[config.mk]
export PLATFORM = sky130hd
export DESIGN_NAME = stream_mux_rr
export DESIGN_NICKNAME = d
export VERILOG_FILES = /design/src/rtl/stream_mux_pkg.sv /design/src/rtl/rr_arbiter.sv /design/src/rtl/stream_mux_rr.sv
export SDC_FILE = /design/constraint.sdc
export NUM_CORES = 1
export LEC_CHECK = 0
export CAP_MARGIN = 20
export CORE_MARGIN = 4
export CORE_UTILIZATION = 37
export DETAILED_ROUTE_END_ITERATION = 16
export PLACE_DENSITY = 0.85
export SLEW_MARGIN = 20
export SYNTH_ARGS = -nofsm -noshare
export SYNTH_HDL_FRONTEND = slang
export SYNTH_HIERARCHICAL = 1
export SYNTH_SLANG_ARGS = --single-unit
[constraint.sdc]
create_clock -name clk -period 4.6 [get_ports clk]
set_input_delay 1.15 -clock clk [delete_from_list [all_inputs] [get_ports clk]]
set_output_delay 1.15 -clock clk [all_outputs]
set_load 0.05 [all_outputs]
[src/rtl/stream_mux_pkg.sv]
// rtl/stream_mux_pkg.sv - shared mode encodings and channel slicing helper for stream_mux_rr
package stream_mux_pkg;

  localparam logic MODE_FIXED = 1'b0;
  localparam logic MODE_RR    = 1'b1;

  localparam int MAX_CH    = 32;
  localparam int MAX_WIDTH = 64;
  localparam int MAX_FLAT  = MAX_CH * MAX_WIDTH;

  // Callers zero-extend their flat bus to MAX_FLAT and keep the low WIDTH bits.
  function automatic logic [MAX_WIDTH-1:0] ch_slice(input logic [MAX_FLAT-1:0] data,
                                                    input int i, input int width);
    logic [MAX_FLAT-1:0] shifted;
    shifted = data >> (i * width);
    return shifted[MAX_WIDTH-1:0];
  endfunction

endpackage

[src/rtl/rr_arbiter.sv]
// rtl/rr_arbiter.sv - combinational round-robin arbiter using a double-width masked priority search
module rr_arbiter #(
  parameter int NUM_CH = 12,
  parameter int SEL_W  = $clog2(NUM_CH)
) (
  input  logic [NUM_CH-1:0] req,
  input  logic [SEL_W-1:0]  ptr,
  output logic [NUM_CH-1:0] gnt,
  output logic [SEL_W-1:0]  gnt_idx,
  output logic              any_gnt
);

  logic [2*NUM_CH-1:0] mask2;
  logic [2*NUM_CH-1:0] masked;
  int                  start;

  // The upper copy of req is fully unmasked, so any pending request is always found.
  always_comb begin
    start   = (int'(ptr) >= NUM_CH - 1) ? 0 : int'(ptr) + 1;
    mask2   = '0;
    for (int k = 0; k < 2 * NUM_CH; k++) begin
      mask2[k] = (k >= start);
    end
    masked  = {req, req} & mask2;
    any_gnt = 1'b0;
    gnt_idx = '0;
    for (int k = 0; k < 2 * NUM_CH; k++) begin
      if (!any_gnt && masked[k]) begin
        any_gnt = 1'b1;
        gnt_idx = SEL_W'(k % NUM_CH);
      end
    end
    gnt = any_gnt ? (NUM_CH'(1) << gnt_idx) : '0;
  end

endmodule

[src/rtl/stream_mux_rr.sv]
// rtl/stream_mux_rr.sv - registered N-channel stream mux with fixed-select and round-robin modes
module stream_mux_rr #(
  parameter int WIDTH  = 16,
  parameter int NUM_CH = 12,
  parameter int SEL_W  = $clog2(NUM_CH)
) (
  input  logic                    clk,
  input  logic                    rst_n,
  input  logic                    mode,
  input  logic [SEL_W-1:0]        sel,
  input  logic [NUM_CH*WIDTH-1:0] in_data,
  input  logic [NUM_CH-1:0]       in_valid,
  output logic [NUM_CH-1:0]       in_ready,
  output logic [WIDTH-1:0]        out_data,
  output logic                    out_valid,
  input  logic                    out_ready,
  output logic [SEL_W-1:0]        out_ch,
  output logic                    sel_err
);

  import stream_mux_pkg::*;

  logic                 load_en;
  logic                 sel_legal;
  logic                 any_grant;
  logic                 arb_any;
  logic [NUM_CH-1:0]    fix_gnt;
  logic [NUM_CH-1:0]    arb_gnt;
  logic [NUM_CH-1:0]    grant;
  logic [SEL_W-1:0]     arb_idx;
  logic [SEL_W-1:0]     grant_idx;
  logic [SEL_W-1:0]     rr_ptr;
  logic [MAX_WIDTH-1:0] word_full;
  logic [WIDTH-1:0]     word;

  rr_arbiter #(
    .NUM_CH (NUM_CH),
    .SEL_W  (SEL_W)
  ) u_arb (
    .req     (in_valid),
    .ptr     (rr_ptr),
    .gnt     (arb_gnt),
    .gnt_idx (arb_idx),
    .any_gnt (arb_any)
  );

  always_comb begin
    load_en   = !out_valid || out_ready;
    sel_legal = int'(sel) < NUM_CH;
    fix_gnt   = '0;
    if (sel_legal) begin
      fix_gnt[sel] = in_valid[sel];
    end
    if (mode == MODE_RR) begin
      grant     = arb_gnt;
      grant_idx = arb_idx;
      any_grant = arb_any;
    end else begin
      grant     = fix_gnt;
      grant_idx = sel;
      any_grant = |fix_gnt;
    end
    // Held low during reset so nothing is accepted while the output register is cleared.
    in_ready  = rst_n ? (grant & {NUM_CH{load_en}}) : '0;
    word_full = ch_slice(MAX_FLAT'(in_data), int'(grant_idx), WIDTH);
    word      = word_full[WIDTH-1:0];
  end

  always_ff @(posedge clk or negedge rst_n) begin
    if (!rst_n) begin
      out_valid <= 1'b0;
      out_data  <= '0;
      out_ch    <= '0;
      sel_err   <= 1'b0;
      rr_ptr    <= SEL_W'(NUM_CH - 1);
    end else begin
      sel_err <= (mode == MODE_FIXED) && !sel_legal;
      if (load_en) begin
        if (any_grant) begin
          out_valid <= 1'b1;
          out_data  <= word;
          out_ch    <= grant_idx;
          if (mode == MODE_RR) begin
            rr_ptr <= grant_idx;
          end
        end else begin
          out_valid <= 1'b0;
          out_data  <= '0;
          out_ch    <= '0;
        end
      end
    end
  end

endmodule

; ---- Yosys cells after proc, flatten, opt, wreduce, memory -nomap -nowiden
; Index checks and enable logic that the tools add are counted.
[word_totals]
register_bits = 26
wordCells = 154
[op_classes]
add_sub_neg = 1
order_cmp = 28
n_shift = 2
n_mux = 61
bitwise_logic = 4
n_reduce_logical = 53
[op_table]
columns = op, count
row1 = 5-bit by 32-bit >= comparator with 1-bit output (first input constant), 8
row2 = 6-bit by 32-bit >= comparator with 1-bit output (first input constant), 8
row3 = 192-bit by 8-bit >> shifter with 16-bit output, 1
row4 = 4-bit by 32-bit >= comparator with 1-bit output (first input constant), 4
row5 = 4-bit 2-to-1 mux, 18
row6 = 3-bit by 32-bit >= comparator with 1-bit output (first input constant), 2
row7 = 12-bit 2-to-1 mux, 4
row8 = 1-bit by 32-bit >= comparator with 1-bit output (first input constant), 1
row9 = 2-bit by 32-bit >= comparator with 1-bit output (first input constant), 1
row10 = 32-bit 2-to-1 mux, 1
row11 = 1-bit 2-to-1 mux, 29
row12 = 1-bit logical AND, 25
row13 = 1-bit logical NOT, 25
row14 = 12-bit AND, 2
row15 = 24-bit AND, 1
row16 = 16-bit 2-to-1 mux, 1
row17 = 3-bit 2-to-1 mux, 4
row18 = 12-bit OR reduction, 1
row19 = 1-bit by 4-bit left shift with 12-bit output (first input constant), 1
row20 = 4-bit by 1-bit adder with 5-bit output (second input constant), 1
row21 = 4-bit by 5-bit < comparator with 1-bit output (second input constant), 1
row22 = 1-bit binary-select mux with 4-bit select, 1
row23 = 1-bit demux with 4-bit select, 1
row24 = 4-bit by 1-bit >= comparator with 1-bit output (second input constant), 1
row25 = 6 further kinds, 7

; ---- Depth between registers and ports, before layout
; Gate-level depths: netlist of run 1.
[logic_depth]
depth_word = 79
mapped_depth = 15

; ---- By module
; The synthesis of run 1 kept the hierarchy.
[modules_own_cells]
columns = mod, n_inst, cells_per_inst, area_per_inst_um2, seq_area_each_um2
row1 = stream_mux_rr, 1, 220, 2777.7, 654.4
row2 = rr_arbiter, 1, 112, 789.5, 0.0

; ---- Least setup slack after synthesis of run 1
; No wires, ideal clock.
[synth_timing]
path_kind = input to output
startpoint = input in_valid[0]
endpoint = output in_ready[5]
arrival_ns = 3.482
required_time_ns = 3.450
setup_slack_ns = -0.032
stages = 10
path_cell_list = or3_1 o31a_1 a211o_4 nor4_4 a311o_1 a221o_2 buf_6 nor3b_2 a22oi_1 nor2_1
[synth_between]
elab_chain_cells = 76
elab_cells_between_ends = 103
[synth_lines]
columns = element, line_no
row1 = from (decl), stream_mux_rr.sv:12  ; input logic [NUM_CH-1:0] in_valid,
row2 = 24-bit AND *, rr_arbiter.sv:24  ; masked = {req, req} & mask2;
row3 = 1-bit 2-to-1 mux, rr_arbiter.sv:28  ; if (!any_gnt && masked[k]) begin
row4 = 1-bit logical NOT, rr_arbiter.sv:28
row5 = 1-bit logical AND, rr_arbiter.sv:28
row6 = 1-bit 2-to-1 mux, rr_arbiter.sv:28
row7 = 1-bit logical NOT, rr_arbiter.sv:28
row8 = 1-bit logical AND, rr_arbiter.sv:28
row9 = 1-bit 2-to-1 mux, rr_arbiter.sv:28
row10 = [62 not listed], --
row11 = 4-bit 2-to-1 mux *, rr_arbiter.sv:28
row12 = via arb_idx[0], stream_mux_rr.sv:30  ; logic [SEL_W-1:0] arb_idx;
row13 = 1-bit by 4-bit left shift with 12-bit output *, rr_arbiter.sv:33  ; gnt = any_gnt ? (NUM_CH'(1) << gnt_idx) : '0;
row14 = 12-bit 2-to-1 mux *, rr_arbiter.sv:33
row15 = via arb_gnt[5], stream_mux_rr.sv:28  ; logic [NUM_CH-1:0] arb_gnt;
row16 = 12-bit 2-to-1 mux *, stream_mux_rr.sv:54  ; if (mode == MODE_RR) begin
row17 = 12-bit AND *, stream_mux_rr.sv:64  ; in_ready = rst_n ? (grant & {NUM_CH{load_en}}) : '0;
row18 = 12-bit 2-to-1 mux *, stream_mux_rr.sv:64
row19 = to (decl), stream_mux_rr.sv:13  ; output logic [NUM_CH-1:0] in_ready,
; The timed path passes the listed nets; every way through them passes the cells marked *. The select of a mux whose other input is x is not followed.

; ---- Worst setup path in the final report of run 1
[layout_timing]
startpoint = input in_valid[2]
endpoint = output in_ready[0]
[layout_between]
elab_chain_cells = 71
elab_cells_between_ends = 97
[layout_lines]
columns = element, line_no
row1 = 24-bit AND *, rr_arbiter.sv:24
row2 = 1-bit logical AND, rr_arbiter.sv:28
row3 = 1-bit 2-to-1 mux, rr_arbiter.sv:28
row4 = 1-bit logical NOT, rr_arbiter.sv:28
row5 = 1-bit logical AND, rr_arbiter.sv:28
row6 = 1-bit 2-to-1 mux, rr_arbiter.sv:28
row7 = 1-bit logical NOT, rr_arbiter.sv:28
row8 = 1-bit logical AND, rr_arbiter.sv:28
row9 = [57 not listed], --
row10 = 4-bit 2-to-1 mux *, rr_arbiter.sv:28
row11 = via arb_idx[0], stream_mux_rr.sv:30
row12 = 1-bit by 4-bit left shift with 12-bit output *, rr_arbiter.sv:33
row13 = 12-bit 2-to-1 mux *, rr_arbiter.sv:33
row14 = via arb_gnt[0], stream_mux_rr.sv:28
row15 = 12-bit 2-to-1 mux *, stream_mux_rr.sv:54
row16 = 12-bit AND *, stream_mux_rr.sv:64
row17 = 12-bit 2-to-1 mux *, stream_mux_rr.sv:64
; Marked as above.

==> results of run 1 <==
## metrics by stage
step                      hold WS (ns)  setup TNS [ns]
final                            0.532        -0.00203
after global routing             0.557          -0.192
after floorplan                  0.493               0
after detailed placement         0.511           -4.32
after CTS                        0.535          -0.153
after global placement           0.500           -2.80
## area by class of cell
type | count | area share, %
sequential | 26 | 9.50
multi-input combinational | 270 | 41.9
tap | 129 | 2.34
antenna | 1 | 0.0363
timing repair buffer | 308 | 45.0
inverter | 9 | 0.490
clock buffer | 4 | 0.799
## per-layer routing
metal	track usage [%]	vias up	part of all wire [%]
met5	0	-	0.22
met1	36.5	2133	37
met4	15.4	6	5.3
met2	52.8	268	50
met3	7.65	58	8.0
li1	-	1934	-
## registers in the layout, summed over array words and instances, names as in the netlist
| register | flops |
|---|---|
| rr_ptr | 4 |
| sel_err | 1 |
| out_ch | 4 |
| out_data | 16 |
| out_valid | 1 |
## cells by family after synthesis
| kind of cell | share of synthesized area (%) |
|---|---|
| adders and majority gates | 0.351 |
| muxes | 38.8 |
| DFF | 18.3 |
| AOI/OAI and AO/OA | 22.1 |
| xor gates and xnor gates | 0.491 |
| and+or+nand+nor | 14.6 |
| buffers and inverters | 5.37 |
## power by group
group | internal (W) | switching (W) | total [W]
sequential | 0.000321 | 0.0000859 | 0.000407
combinational | 0.00154 | 0.00147 | 0.00301
clock | 0.0000764 | 0.0000708 | 0.000147
total | 0.00194 | 0.00162 | 0.00356
## worst paths after layout
path,slack (ns),endpoint,from,cells past startpoint
setup / recovery,-0.002,in_ready[0],in_valid[2],13
hold / removal,0.53,out_ch[0],out_ch[0],2
setup reg to reg,0.59,out_data[6],rr_ptr[0],14
hold reg to reg,0.53,out_ch[0],out_ch[0],2
max in group asynchronous,3.00,rr_ptr[1],rst_n,2
min in group asynchronous,1.28,sel_err,rst_n,2
## placed cells by master (no fill, tap or decap), drive strengths merged, types with 4 or more instances in the layout
cell type      instances
nand3                  5
nand2                 11
mux2                   5
a211oi                 4
nor2b                  6
o21ai                 27
and3                   4
inv                    9
clkbuf                 7
a21oi                  8
nor2                  25
clkdlybuf4s50        221
a22oi                 29
mux4                  49
nor3                   7
buf                   77
nor4                   5
o31a                   4
nor3b                  4
mux2i                 22
clkdlybuf4s15          4
nand2b                 9
o21a                   4
dfrtp                 23
a21boi                 4
## worst min-delay path: stages (launching register included)
cell	delay (ns)
dfrtp_1	0.37
nand2_1	0.06
o31ai_1	0.06
## what timing repair did
item | CTS | global route
endpoints found under the setup margin | 12 | 10
setup buffers | 9 | 2
pin swaps | 21 | 15
resized for setup | 47 | 34
==> impl_results.html, run 1 <==
<table>
<tr><th>Metric</th><th>Value</th></tr>
<tr><th colspan="2">Outcome</th></tr>
<tr><td>Result of the run</td><td>finished, violations left</td></tr>
<tr><td>Failing checks</td><td>setup timing</td></tr>
<tr><th colspan="2">Layout</th></tr>
<tr><td>Flip-flop and latch area</td><td>654 µm²</td></tr>
<tr><td>Number of standard cells in the final layout excluding fillers</td><td>747</td></tr>
<tr><td>Post-layout utilization of the core</td><td>73.9%</td></tr>
<tr><td>Filler Cell Count</td><td>647</td></tr>
<tr><td>Area added between synthesis and finish</td><td>93.2%</td></tr>
<tr><td>Post-route standard cell area excluding fillers</td><td>6890 µm²</td></tr>
<tr><td>Ratio of cells with drive above 1 in the final layout</td><td>31.8%</td></tr>
<tr><td>Fin nets</td><td>831</td></tr>
<tr><td>Multi-input combinational cell area</td><td>2890 µm²</td></tr>
<tr><th colspan="2">Die</th></tr>
<tr><td>Die width</td><td>106 µm</td></tr>
<tr><td>Rows</td><td>35</td></tr>
<tr><td>Starting density of the core</td><td>38.2%</td></tr>
<tr><td>Core Box Area</td><td>9330 µm²</td></tr>
<tr><td>Top-level port count</td><td>246</td></tr>
<tr><td>Die height</td><td>106 µm</td></tr>
<tr><td>Total die area</td><td>11300 µm²</td></tr>
<tr><th colspan="2">Global routing</th></tr>
<tr><td>Pin count of the biggest net entering global routing</td><td>37</td></tr>
<tr><td>Wire length of the first global-routing pass</td><td>26500 µm</td></tr>
<tr><td>Overall track demand over capacity in global routing</td><td>31.1%</td></tr>
<tr><td>Final global-route overflow total</td><td>0</td></tr>
<tr><td>Antenna violations before repair</td><td>3</td></tr>
<tr><td>Number of global-route vias before repair</td><td>4782</td></tr>
<tr><th colspan="2">Critical path</th></tr>
<tr><td>CP Max Fanout</td><td>7</td></tr>
<tr><td>Crit end category</td><td>output pin</td></tr>
<tr><td>Arr. time, crit path</td><td>3.45 ns</td></tr>
<tr><td>Slowest cell on the critical path</td><td>a221o_2</td></tr>
<tr><td>Cells along the critical path</td><td>buf_4 -&gt; o211a_1 -&gt; a211oi_2 -&gt; a32oi_2 -&gt; buf_4 -&gt; nor2b_4 -&gt; nor2b_1 -&gt; a221o_2 -&gt; buf_4 -&gt; nor4_2 -&gt; a22oi_1 -&gt; nor2_1 -&gt; clkbuf_16</td></tr>
<tr><td>Maximum cell stage delay along the critical path</td><td>0.44 ns</td></tr>
<tr><td>WS Path Type</td><td>primary input to output pin</td></tr>
<tr><td>Crit path buffers/inverters</td><td>4</td></tr>
<tr><td>Largest delay contributor family on the critical path</td><td>compound AO/OA/AOI/OAI gates</td></tr>
<tr><td>Most frequent cell on the critical path</td><td>buf_4</td></tr>
<tr><td>Sort of element at the start of the critical path</td><td>primary input</td></tr>
<tr><td>Crit path required time</td><td>3.45 ns</td></tr>
<tr><th colspan="2">CTS</th></tr>
<tr><td>Clock latency at the later pin of the worst-skew pair</td><td>0.27 ns</td></tr>
<tr><td>Sink count of the clock tree</td><td>26</td></tr>
<tr><td>Register clock-pin slew on the reported worst setup and hold paths</td><td>0.08 ns</td></tr>
<tr><td>Max Buffers Root-to-Sink</td><td>2</td></tr>
<tr><td>Post-CTS Hold Fix Bufs</td><td>0</td></tr>
<tr><td># H-tree levels</td><td>1</td></tr>
<tr><td>Clk root buf</td><td>clkbuf_8</td></tr>
<tr><td>CTS tree</td><td>yes</td></tr>
<tr><td>Number of buffers created by CTS</td><td>3</td></tr>
<tr><th colspan="2">Route</th></tr>
<tr><td>1st-pass router iterations</td><td>5</td></tr>
<tr><td>Remaining antenna violation count after routing</td><td>0</td></tr>
<tr><td>Total number of vias</td><td>4399</td></tr>
<tr><td>DRC errors left</td><td>0</td></tr>
<tr><td>First-iteration detailed-routing DRC count</td><td>328</td></tr>
<tr><td>Post-Route WL</td><td>18200 µm</td></tr>
<tr><td>Via/cell ratio</td><td>5.89</td></tr>
<tr><td>Final routed wire length divided by cell count</td><td>24.4 µm</td></tr>
<tr><th colspan="2">Worst hold path</th></tr>
<tr><td>Path class of the lowest-slack min-delay path</td><td>register to register</td></tr>
<tr><th colspan="2">Placement</th></tr>
<tr><td>Last weighted congestion value of the routability-driven placer</td><td>1.04</td></tr>
<tr><td>Port Buffer Count</td><td>245</td></tr>
<tr><td>HPWL reported at the end of detailed placement</td><td>15300 µm</td></tr>
<tr><td>Placed cells</td><td>731</td></tr>
<tr><td>Pre-CTS setup slack</td><td>-0.406 ns</td></tr>
<tr><td>Area of placed instances</td><td>6590 µm²</td></tr>
<tr><th colspan="2">Synth</th></tr>
<tr><td>Count of state elements after synthesis</td><td>26</td></tr>
<tr><td>Post-synth top flop</td><td>dfrtp_1</td></tr>
<tr><td>Share of synthesized area occupied by flip-flops and latches</td><td>18.3%</td></tr>
<tr><td>Most frequent cell after synthesis</td><td>mux4_2</td></tr>
<tr><td>Top cell type by total area after synthesis</td><td>mux4_2</td></tr>
<tr><td>Ranking of synthesized cells by instance count</td><td>mux4_2, a22oi_1, nor2_1</td></tr>
<tr><td>Mapped Avg Cell Area</td><td>10.7 µm²</td></tr>
<tr><td>Mapped Nets</td><td>545</td></tr>
<tr><td>Synth unique cells</td><td>64</td></tr>
<tr><td>Share of flip-flops with an asynchronous set or reset</td><td>100%</td></tr>
<tr><td>Mapped Area</td><td>3570 µm²</td></tr>
<tr><td>Number of flops mapped to enable cells by yosys</td><td>0</td></tr>
<tr><td>Yosys Warn Count</td><td>6</td></tr>
<tr><td>Post-Syn Instances</td><td>332</td></tr>
<tr><td>Ranking of synthesized cells by area</td><td>mux4_2, dfrtp_1, mux2i_1</td></tr>
<tr><td>Area share of the largest cell type after synthesis</td><td>30.9%</td></tr>
<tr><th colspan="2">STA</th></tr>
<tr><td>Final count of pins violating max slew</td><td>0</td></tr>
<tr><td>Tmin final</td><td>4.60 ns</td></tr>
<tr><td>RSZ-0062 raised after global routing</td><td>yes</td></tr>
<tr><td>Setup violators final</td><td>1</td></tr>
<tr><td>Max-Slew Margin vs Limit</td><td>55.8%</td></tr>
<tr><td>Final critical-path share of the clock period</td><td>100%</td></tr>
<tr><td>Setup Skew</td><td>0.00767 ns</td></tr>
<tr><td>Minimum setup slack in the final design</td><td>-0.00203 ns</td></tr>
<tr><td>Hold Violations, Final</td><td>0</td></tr>
<tr><td>Max Fclk</td><td>217 MHz</td></tr>
<tr><td>Least-Margin Pin Slew</td><td>0.660 ns</td></tr>
<tr><th colspan="2">Power and ir drop</th></tr>
<tr><td>Power, Total</td><td>0.00356 W</td></tr>
<tr><td>Leakage component of the power</td><td>2.64 nW</td></tr>
<tr><td>Cell Pwr Density</td><td>516 nW/µm²</td></tr>
<tr><td>Peak ir drop on the vdd network</td><td>0.367 mV</td></tr>
<tr><th colspan="2">Job</th></tr>
<tr><td>Max-cap check violation count</td><td>0</td></tr>
</table>
Note: power is estimated with default switching activity, not from simulation.
==> inputs of run 2 (changes only) <==
Settings changed: CORE_AREA from default to 4 4 92 94, CORE_MARGIN 4 to default, CORE_UTILIZATION 37 to default, DIE_AREA from default to 0 0 96 98, DONT_BUFFER_PORTS from default to 1, PLACE_DENSITY 0.85 to 0.62.
==> run 2 against run 1 <==
  * The run now ends clean
  * Sequential power is 62% higher
  * Largest power group unchanged
  * Worst hold slack better by 0.035 ns
  * Setup slack better by 0.050 ns
  * Combinational power is 33% lower
  * Global-route usage is 4.3 points lower
  * Clock power hardly changed
  * Flip-flop and latch count stayed put
  * Critical path type unchanged
  * Via count is 27% lower
  * Largest cell class is now multi-input gates
  * Clock skew is 0.0054 ns lower
  * Fmax is 1.1% higher
  * Total power is 20% lower
==> impl_results.html, run 2 (synthesis gave the netlist of run 1 again) <==
<table>
<tr><th>Metric</th><th>Value</th></tr>
<tr><th colspan="2">Power and ir drop</th></tr>
<tr><td>Comb pwr share</td><td>71.7% (-13 points)</td></tr>
<tr><td>Cell Pwr Density</td><td>704 nW/µm² (+36%)</td></tr>
<tr><td>Peak ir drop on the vdd network</td><td>0.262 mV (-28%)</td></tr>
<tr><td>Internal portion of total power</td><td>0.00144 W (-25%)</td></tr>
<tr><td>Leakage component of the power</td><td>1.46 nW (-45%)</td></tr>
<tr><td>Share of total power in the clock network</td><td>5.1% (+1.0 points)</td></tr>
<tr><td>Part of the total power dissipated in sequential elements</td><td>23.2% (+12 points)</td></tr>
<tr><td>Share of total power consumed by net switching</td><td>49.1% (+3.5 points)</td></tr>
<tr><td>Switching power</td><td>0.00139 W (-14%)</td></tr>
<tr><th colspan="2">Die</th></tr>
<tr><td>Total die area</td><td>9410 µm² (-17%)</td></tr>
<tr><td>Rows</td><td>32 (-8.6%)</td></tr>
<tr><td>Top-level port count</td><td>246 (unchanged)</td></tr>
<tr><td>Core Box Area</td><td>7650 µm² (-18%)</td></tr>
<tr><td>Die width</td><td>96 µm (-9.6%)</td></tr>
<tr><td>Die height</td><td>98 µm (-7.7%)</td></tr>
<tr><td>Starting density of the core</td><td>46.6% (+8.4 points)</td></tr>
<tr><th colspan="2">Route</th></tr>
<tr><td>Via/cell ratio</td><td>7.23 (+23%)</td></tr>
<tr><td>DRC errors left</td><td>0 (unchanged)</td></tr>
<tr><td>Final routed wire length divided by cell count</td><td>30.1 µm (+23%)</td></tr>
<tr><td>1st-pass router iterations</td><td>4 (-1)</td></tr>
<tr><td>Total number of vias</td><td>3208 (-27%)</td></tr>
<tr><td>Post-Route WL</td><td>13400 µm (-27%)</td></tr>
<tr><td>Remaining antenna violation count after routing</td><td>0 (unchanged)</td></tr>
<tr><td>First-iteration detailed-routing DRC count</td><td>176 (-46%)</td></tr>
<tr><th colspan="2">CTS</th></tr>
<tr><td>Clock latency at the later pin of the worst-skew pair</td><td>0.27 ns (about the same)</td></tr>
<tr><td>CTS tree</td><td>yes</td></tr>
<tr><td>Number of buffers created by CTS</td><td>3 (unchanged)</td></tr>
<tr><td>Register clock-pin slew on the reported worst setup and hold paths</td><td>0.08 ns (about the same)</td></tr>
<tr><td>Sink count of the clock tree</td><td>26 (unchanged)</td></tr>
<tr><td># H-tree levels</td><td>1 (unchanged)</td></tr>
<tr><td>Max Buffers Root-to-Sink</td><td>2 (unchanged)</td></tr>
<tr><td>Clk root buf</td><td>clkbuf_8</td></tr>
<tr><td>Post-CTS Hold Fix Bufs</td><td>0 (unchanged)</td></tr>
<tr><th colspan="2">STA</th></tr>
<tr><td>Final count of pins violating max slew</td><td>0 (unchanged)</td></tr>
<tr><td>Least-Margin Pin Slew</td><td>0.952 ns (+0.292 ns)</td></tr>
<tr><td>Hold Violations, Final</td><td>0 (unchanged)</td></tr>
<tr><td>Final critical-path share of the clock period</td><td>99.0% (-1.1 points)</td></tr>
<tr><td>Smallest hold slack</td><td>0.567 ns (+0.0346 ns)</td></tr>
<tr><td>Max-Slew Margin vs Limit</td><td>36.2% (-20 points)</td></tr>
<tr><td>Tmin final</td><td>4.55 ns (-0.0501 ns)</td></tr>
<tr><td>Final TNS setup</td><td>0 ns (+0.00203 ns)</td></tr>
<tr><td>RSZ-0062 raised after global routing</td><td>yes</td></tr>
<tr><td>Max Fclk</td><td>220 MHz (+1.1%)</td></tr>
<tr><td>Setup Skew</td><td>0.00231 ns (-0.00536 ns)</td></tr>
<tr><td>Setup violators final</td><td>0 (-1)</td></tr>
<tr><th colspan="2">Placement</th></tr>
<tr><td>Last weighted congestion value of the routability-driven placer</td><td>0.938 (-10%)</td></tr>
<tr><td>Port Buffer Count</td><td>0 (-100%)</td></tr>
<tr><td>HPWL reported at the end of detailed placement</td><td>11000 µm (-28%)</td></tr>
<tr><th colspan="2">Layout</th></tr>
<tr><td>Most common library cell in the layout ignoring fill and taps</td><td>mux4_2</td></tr>
<tr><td>Largest regs</td><td>out_data (16), out_ch (4), rr_ptr (4)</td></tr>
<tr><td>Biggest register</td><td>out_data</td></tr>
<tr><td>Post-layout utilization of the core</td><td>52.7% (-21 points)</td></tr>
<tr><td>Multi-input combinational cell area</td><td>2850 µm² (-1.2%)</td></tr>
<tr><td>Largest register FFs</td><td>16 (unchanged)</td></tr>
<tr><td>Flip-flop and latch area</td><td>654 µm² (unchanged)</td></tr>
<tr><td>Area added between synthesis and finish</td><td>12.9%</td></tr>
<tr><td>Ratio of cells with drive above 1 in the final layout</td><td>39.4% (+7.6 points)</td></tr>
<tr><td>Leading cell types in the layout, fill and taps excluded</td><td>mux4_2, a22oi_1, dfrtp_1, nor2_1, buf_4</td></tr>
<tr><td>Filler Cell Count</td><td>654 (+1.1%)</td></tr>
<tr><td>Fin nets</td><td>554 (-33%)</td></tr>
<tr><th colspan="2">Global routing</th></tr>
<tr><td>Top Usage Layer GRT</td><td>met2</td></tr>
<tr><td>Final global-route overflow total</td><td>0 (unchanged)</td></tr>
<tr><td>Antenna violations before repair</td><td>6 (+3)</td></tr>
<tr><td>Number of global-route vias before repair</td><td>3154 (-34%)</td></tr>
<tr><td>Overall track demand over capacity in global routing</td><td>26.7% (-4.3 points)</td></tr>
<tr><td>Met3 track demand over resource in global routing</td><td>11.7% (+4.1 points)</td></tr>
<tr><td>Wire length of the first global-routing pass</td><td>18700 µm (-30%)</td></tr>
<tr><td>Global Route met1 Usage</td><td>32.0% (-4.5 points)</td></tr>
<tr><td>Pin count of the biggest net entering global routing</td><td>32 (-14%)</td></tr>
<tr><td>GRT met2 Usage</td><td>44.7% (-8.1 points)</td></tr>
<tr><th colspan="2">Critical path</th></tr>
<tr><td>Crit path required time</td><td>3.45 ns (about the same)</td></tr>
<tr><td>R2R depth</td><td>13 (-1)</td></tr>
<tr><td>Worst R2R Setup Slack</td><td>0.68 ns (+0.09 ns)</td></tr>
<tr><td>Arr. time, crit path</td><td>3.40 ns (-0.05 ns)</td></tr>
<tr><td>CP Max Fanout</td><td>6 (-1)</td></tr>
<tr><td>WS Path Type</td><td>primary input to output pin</td></tr>
<tr><td>Crit end category</td><td>output pin</td></tr>
<tr><td>Sort of element at the start of the critical path</td><td>primary input</td></tr>
<tr><th colspan="2">Job</th></tr>
<tr><td>Max-cap check violation count</td><td>0 (unchanged)</td></tr>
<tr><th colspan="2">Outcome</th></tr>
<tr><td>Result of the run</td><td>complete, no violations</td></tr>
<tr><th colspan="2">Worst hold path</th></tr>
<tr><td>Path class of the lowest-slack min-delay path</td><td>primary input to async pin</td></tr>
</table>
==> run 2: cell count changes in the layout (fill, tap and decap cells not counted), sizes merged <==
cell / delta
clkdlybuf4s15: -4
buf: -47
diode: +1
a221o: +1
dlygate4sd2: -3
clkdlybuf4s50: -221
clkbuf: -3
==> run 2: area by class of cell <==
class / count / area share, %
clock buffers: 4 / 1.37
repair buffers: 30 / 7.42
inverters: 9 / 0.839
diodes: 2 / 0.124
flip-flops and latches: 26 / 16.2
well taps: 102 / 3.17
multi-input cells: 271 / 70.8
==> run 2: metrics by stage <==
step                instance area, µm²  cells  setup slack, ns  power (W)
floorplan                         3570    332          0.00154    0.00213
finish                            4030    444           0.0481    0.00284
global placement                  3770    427            0.140    0.00243
detailed placement                3770    427            0.140    0.00244
global route                      4020    442          -0.0798    0.00301
CTS                               3840    431         0.000599    0.00260
==> run 2: timing repair <==
action,4_1_cts,5_1_grt
setup buffers,0,10
gates resized for setup,3,19
gates cloned,0,1
setup endpoints to repair,7,10
pin swaps,1,17
==> run 2: path summary, 6_finish.rpt <==
path                              from           to
max                        in_valid[0]  in_ready[1]
min                              rst_n  out_data[2]
max reg2reg                  rr_ptr[0]  out_data[4]
min reg2reg                  rr_ptr[0]    rr_ptr[0]
max in group asynchronous        rst_n    rr_ptr[3]
min in group clk             rr_ptr[0]    rr_ptr[0]
==> run 2: power by group through the flow <==
stage	Sequential (W)	Combinational [W]	Clock, W
after detailed placement	0.000662	0.00178	0
after CTS	0.000658	0.00179	0.000150
final	0.000659	0.00203	0.000145
after floorplan	0.000608	0.00152	0
after global routing	0.000667	0.00218	0.000160
after global placement	0.000660	0.00177	0
==> run 2: metal layers <==
metal	vias up	wire length [µm]
li1	1385	-
met1	1572	4830
met2	210	6800
met3	31	1470
met4	10	218
met5	-	55
==> run 2: critical path, stage by stage <==
cell	delay [ns]
or3_1	0.35
o31a_1	0.14
a211o_4	0.31
nor4_4	0.32
a311o_1	0.26
a221o_2	0.21
nor4b_4	0.22
a22oi_1	0.12
nor2_1	0.14
buf_6	0.18
==> inputs of run 3 (changes only) <==
Settings changed: ABC_CLOCK_PERIOD_IN_PS from default to 3700, PLACE_DENSITY 0.62 to 0.65.
Clock period 4.6 ns to 3.7 ns, I/O delays scaled along.
==> run 3 against run 2 <==
  * The run now ends with setup timing left
  * Critical path depth increased by 2
  * Global-route usage rose by 3.6 points
  * Combinational power is 80% higher
  * Cell area rose by 26%
  * Clock power rose by 26%
  * Count of clock-buffer cells in the layout is the same
  * Register-to-register slack worse by 0.75 ns
==> impl_results.html, run 3 (synthesis gave the netlist of run 1 again) <==
<table>
<tr><th>Metric</th><th>Value</th></tr>
<tr><th colspan="2">STA</th></tr>
<tr><td>Max Fclk</td><td>245 MHz</td></tr>
<tr><td>Setup Skew</td><td>0.00304 ns (+0.000729 ns)</td></tr>
<tr><td>Final count of pins violating max slew</td><td>0 (unchanged)</td></tr>
<tr><td>Least-Margin Pin Slew</td><td>0.651 ns (-0.301 ns)</td></tr>
<tr><td>Final critical-path share of the clock period</td><td>110%</td></tr>
<tr><td>Tmin final</td><td>4.08 ns</td></tr>
<tr><td>Hold Violations, Final</td><td>0 (unchanged)</td></tr>
<tr><td>Setup violators final</td><td>25 (+25)</td></tr>
<tr><td>Minimum setup slack in the final design</td><td>-0.383 ns (-0.431 ns)</td></tr>
<tr><td>RSZ-0062 raised after global routing</td><td>yes</td></tr>
<tr><td>Max-Slew Margin vs Limit</td><td>56.4% (+20 points)</td></tr>
<tr><th colspan="2">Power and ir drop</th></tr>
<tr><td>Switching power</td><td>0.00211 W (+52%)</td></tr>
<tr><td>Part of the total power dissipated in sequential elements</td><td>17.5% (-5.7 points)</td></tr>
<tr><td>Internal portion of total power</td><td>0.00254 W (+76%)</td></tr>
<tr><td>Comb pwr share</td><td>78.5% (+6.8 points)</td></tr>
<tr><td>Power, Total</td><td>0.00465 W (+64%)</td></tr>
<tr><td>Cell Pwr Density</td><td>916 nW/µm² (+30%)</td></tr>
<tr><td>Share of total power consumed by net switching</td><td>45.4% (-3.7 points)</td></tr>
<tr><td>Peak ir drop on the vdd network</td><td>0.413 mV (+58%)</td></tr>
<tr><td>Share of total power in the clock network</td><td>3.9% (-1.2 points)</td></tr>
<tr><td>Leakage component of the power</td><td>1.88 nW (+29%)</td></tr>
<tr><th colspan="2">Route</th></tr>
<tr><td>Post-Route WL</td><td>15600 µm (+17%)</td></tr>
<tr><td>1st-pass router iterations</td><td>4 (unchanged)</td></tr>
<tr><td>Remaining antenna violation count after routing</td><td>0 (unchanged)</td></tr>
<tr><td>First-iteration detailed-routing DRC count</td><td>223 (+27%)</td></tr>
<tr><td>Total number of vias</td><td>3601 (+12%)</td></tr>
<tr><td>Via/cell ratio</td><td>7.12 (-1.5%)</td></tr>
<tr><td>Final routed wire length divided by cell count</td><td>30.9 µm (+2.6%)</td></tr>
<tr><td>DRC errors left</td><td>0 (unchanged)</td></tr>
<tr><th colspan="2">Die</th></tr>
<tr><td>Core Box Area</td><td>7650 µm² (unchanged)</td></tr>
<tr><td>Die height</td><td>98 µm (unchanged)</td></tr>
<tr><td>Top-level port count</td><td>246 (unchanged)</td></tr>
<tr><td>Starting density of the core</td><td>46.6% (unchanged)</td></tr>
<tr><td>Die width</td><td>96 µm (unchanged)</td></tr>
<tr><td>Total die area</td><td>9410 µm² (unchanged)</td></tr>
<tr><td>Rows</td><td>32 (unchanged)</td></tr>
<tr><th colspan="2">CTS</th></tr>
<tr><td>Number of buffers created by CTS</td><td>3 (unchanged)</td></tr>
<tr><td>CTS tree</td><td>yes</td></tr>
<tr><td>Post-CTS Hold Fix Bufs</td><td>0 (unchanged)</td></tr>
<tr><td>Max Buffers Root-to-Sink</td><td>2 (unchanged)</td></tr>
<tr><td>Sink count of the clock tree</td><td>26 (unchanged)</td></tr>
<tr><td>Clk root buf</td><td>clkbuf_8</td></tr>
<tr><td># H-tree levels</td><td>1 (unchanged)</td></tr>
<tr><td>Clock latency at the later pin of the worst-skew pair</td><td>0.27 ns (about the same)</td></tr>
<tr><td>Register clock-pin slew on the reported worst setup and hold paths</td><td>0.09 ns (about the same)</td></tr>
<tr><th colspan="2">Job</th></tr>
<tr><td>Max-cap check violation count</td><td>0 (unchanged)</td></tr>
<tr><th colspan="2">Placement</th></tr>
<tr><td>Port Buffer Count</td><td>0 (unchanged)</td></tr>
<tr><td>Pre-CTS setup slack</td><td>-0.276 ns (-0.416 ns)</td></tr>
<tr><td>Last weighted congestion value of the routability-driven placer</td><td>0.925 (-1.4%)</td></tr>
<tr><td>HPWL reported at the end of detailed placement</td><td>11800 µm (+7.8%)</td></tr>
<tr><th colspan="2">Layout</th></tr>
<tr><td>Fin nets</td><td>617 (+11%)</td></tr>
<tr><td>Biggest register</td><td>out_data</td></tr>
<tr><td>Ratio of cells with drive above 1 in the final layout</td><td>61.8% (+22 points)</td></tr>
<tr><td>Area added between synthesis and finish</td><td>42.2%</td></tr>
<tr><td>Largest register FFs</td><td>16 (unchanged)</td></tr>
<tr><td>Largest regs</td><td>out_data (16), out_ch (4), rr_ptr (4)</td></tr>
<tr><td>Most common library cell in the layout ignoring fill and taps</td><td>buf_4</td></tr>
<tr><td>Leading cell types in the layout, fill and taps excluded</td><td>buf_4, mux4_2, dfrtp_1, a22oi_2, mux2i_1</td></tr>
<tr><th colspan="2">Critical path</th></tr>
<tr><td>CP Max Fanout</td><td>8 (+2)</td></tr>
<tr><td>Maximum cell stage delay along the critical path</td><td>0.57 ns (+0.22 ns)</td></tr>
<tr><td>R2R depth</td><td>17 (+4)</td></tr>
<tr><td>Worst R2R Setup Slack</td><td>-0.07 ns (-0.75 ns)</td></tr>
<tr><td>Slowest cell on the critical path</td><td>dfstp_2</td></tr>
<tr><td>Cells along the critical path</td><td>buf_6 -&gt; nand4b_4 -&gt; o31a_1 -&gt; a211o_4 -&gt; nor4_4 -&gt; a311o_1 -&gt; buf_4 -&gt; a221o_1 -&gt; a21boi_2 -&gt; a22oi_2 -&gt; nor2_4 -&gt; buf_12</td></tr>
<tr><td>Arr. time, crit path</td><td>3.16 ns (-0.24 ns)</td></tr>
<tr><td>Sort of element at the start of the critical path</td><td>register</td></tr>
<tr><td>Destination of the worst register-to-register timing path</td><td>out_data[0]</td></tr>
<tr><td>WS Path Type</td><td>register to output pin</td></tr>
<tr><td>Crit end category</td><td>output pin</td></tr>
<tr><td>R2r startpoint</td><td>rr_ptr[0]</td></tr>
<tr><td>Crit path required time</td><td>2.77 ns (-0.68 ns)</td></tr>
<tr><th colspan="2">Global routing</th></tr>
<tr><td>Number of global-route vias before repair</td><td>3569 (+13%)</td></tr>
<tr><td>Antenna violations before repair</td><td>6 (unchanged)</td></tr>
<tr><td>Wire length of the first global-routing pass</td><td>21100 µm (+13%)</td></tr>
<tr><td>Final global-route overflow total</td><td>0 (unchanged)</td></tr>
<tr><td>Pin count of the biggest net entering global routing</td><td>36 (+13%)</td></tr>
<tr><td>Overall track demand over capacity in global routing</td><td>30.3% (+3.6 points)</td></tr>
<tr><th colspan="2">Outcome</th></tr>
<tr><td>Result of the run</td><td>finished, violations left</td></tr>
<tr><td>Failing checks</td><td>setup timing</td></tr>
<tr><th colspan="2">Worst hold path</th></tr>
<tr><td>Path class of the lowest-slack min-delay path</td><td>primary input to async pin</td></tr>
</table>
[run 3: power by group through the flow]
stage | Combinational (W) | Clock [W] | Sequential (W)
floorplan | 0.00199 | 0 | 0.000760
global placement | 0.00261 | 0 | 0.000804
detailed placement | 0.00265 | 0 | 0.000805
CTS | 0.00297 | 0.000186 | 0.000803
global route | 0.00386 | 0.000197 | 0.000823
finish | 0.00365 | 0.000183 | 0.000815
[run 3: through the flow]
| stage | setup TNS [ns] | hold slack [ns] | util [%] | area (µm²) | instances |
|---|---|---|---|---|---|
| after global routing | -6.78 | 0.325 | 66.3 | 5070 | 506 |
| final | -4.08 | 0.340 | 66.3 | 5070 | 506 |
| after detailed placement | -4.77 | 0.563 | 55.7 | 4260 | 464 |
| after floorplan | -0.983 | 0.493 | - | 3700 | 332 |
| after global placement | -3.38 | 0.553 | 55.7 | 4260 | 464 |
| after CTS | -3.22 | 0.336 | 59.7 | 4560 | 477 |
[run 3: worst max path at each step]
| stage | start | end | slack [ns] | cells after the start |
|---|---|---|---|---|
| final | rr_ptr[0] | in_ready[3] | -0.38 | 12 |
| after global routing | rr_ptr[0] | in_ready[5] | -0.50 | 11 |
| after CTS | rr_ptr[1] | in_ready[1] | -0.36 | 11 |
| after detailed placement | in_valid[0] | in_ready[1] | -0.28 | 10 |
| after global placement | in_valid[0] | in_ready[1] | -0.24 | 10 |
| after floorplan | in_valid[0] | in_ready[5] | -0.15 | 10 |
[run 3: layout make-up]
cell class	count	area [µm²]
multi-input combinational	271	3180
fill	572	2570
timing repair buffer	93	1020
sequential	26	656
tap	102	128
clock buffer	4	55.1
inverter	9	33.8
antenna	1	2.50
[run 3: timing repair]
item / 4_1_cts / 5_1_grt
buffers inserted: 8 / 22
endpoints found under the hold margin: 0 / 0
gates cloned: 1 / 6
pin swaps: 24 / 21
endpoints found under the setup margin: 25 / 28
gates resized for setup: 38 / 57
[run 3: per-layer routing]
layer	global-route usage (%)	vias up	part of all wire, %
met2	50.8	213	51
li1	-	1515	-
met5	0	-	0.34
met3	10.3	36	9.8
met4	7.22	10	2.4
met1	37.1	1827	36
[run 3: worst max-delay path, delay by kind of cell (launching register included)]
kind | cells | cell delay [ns]
compound gates | 6 | 1.41
buf+inv | 3 | 0.41
flops | 1 | 0.57
simple gates | 3 | 0.50
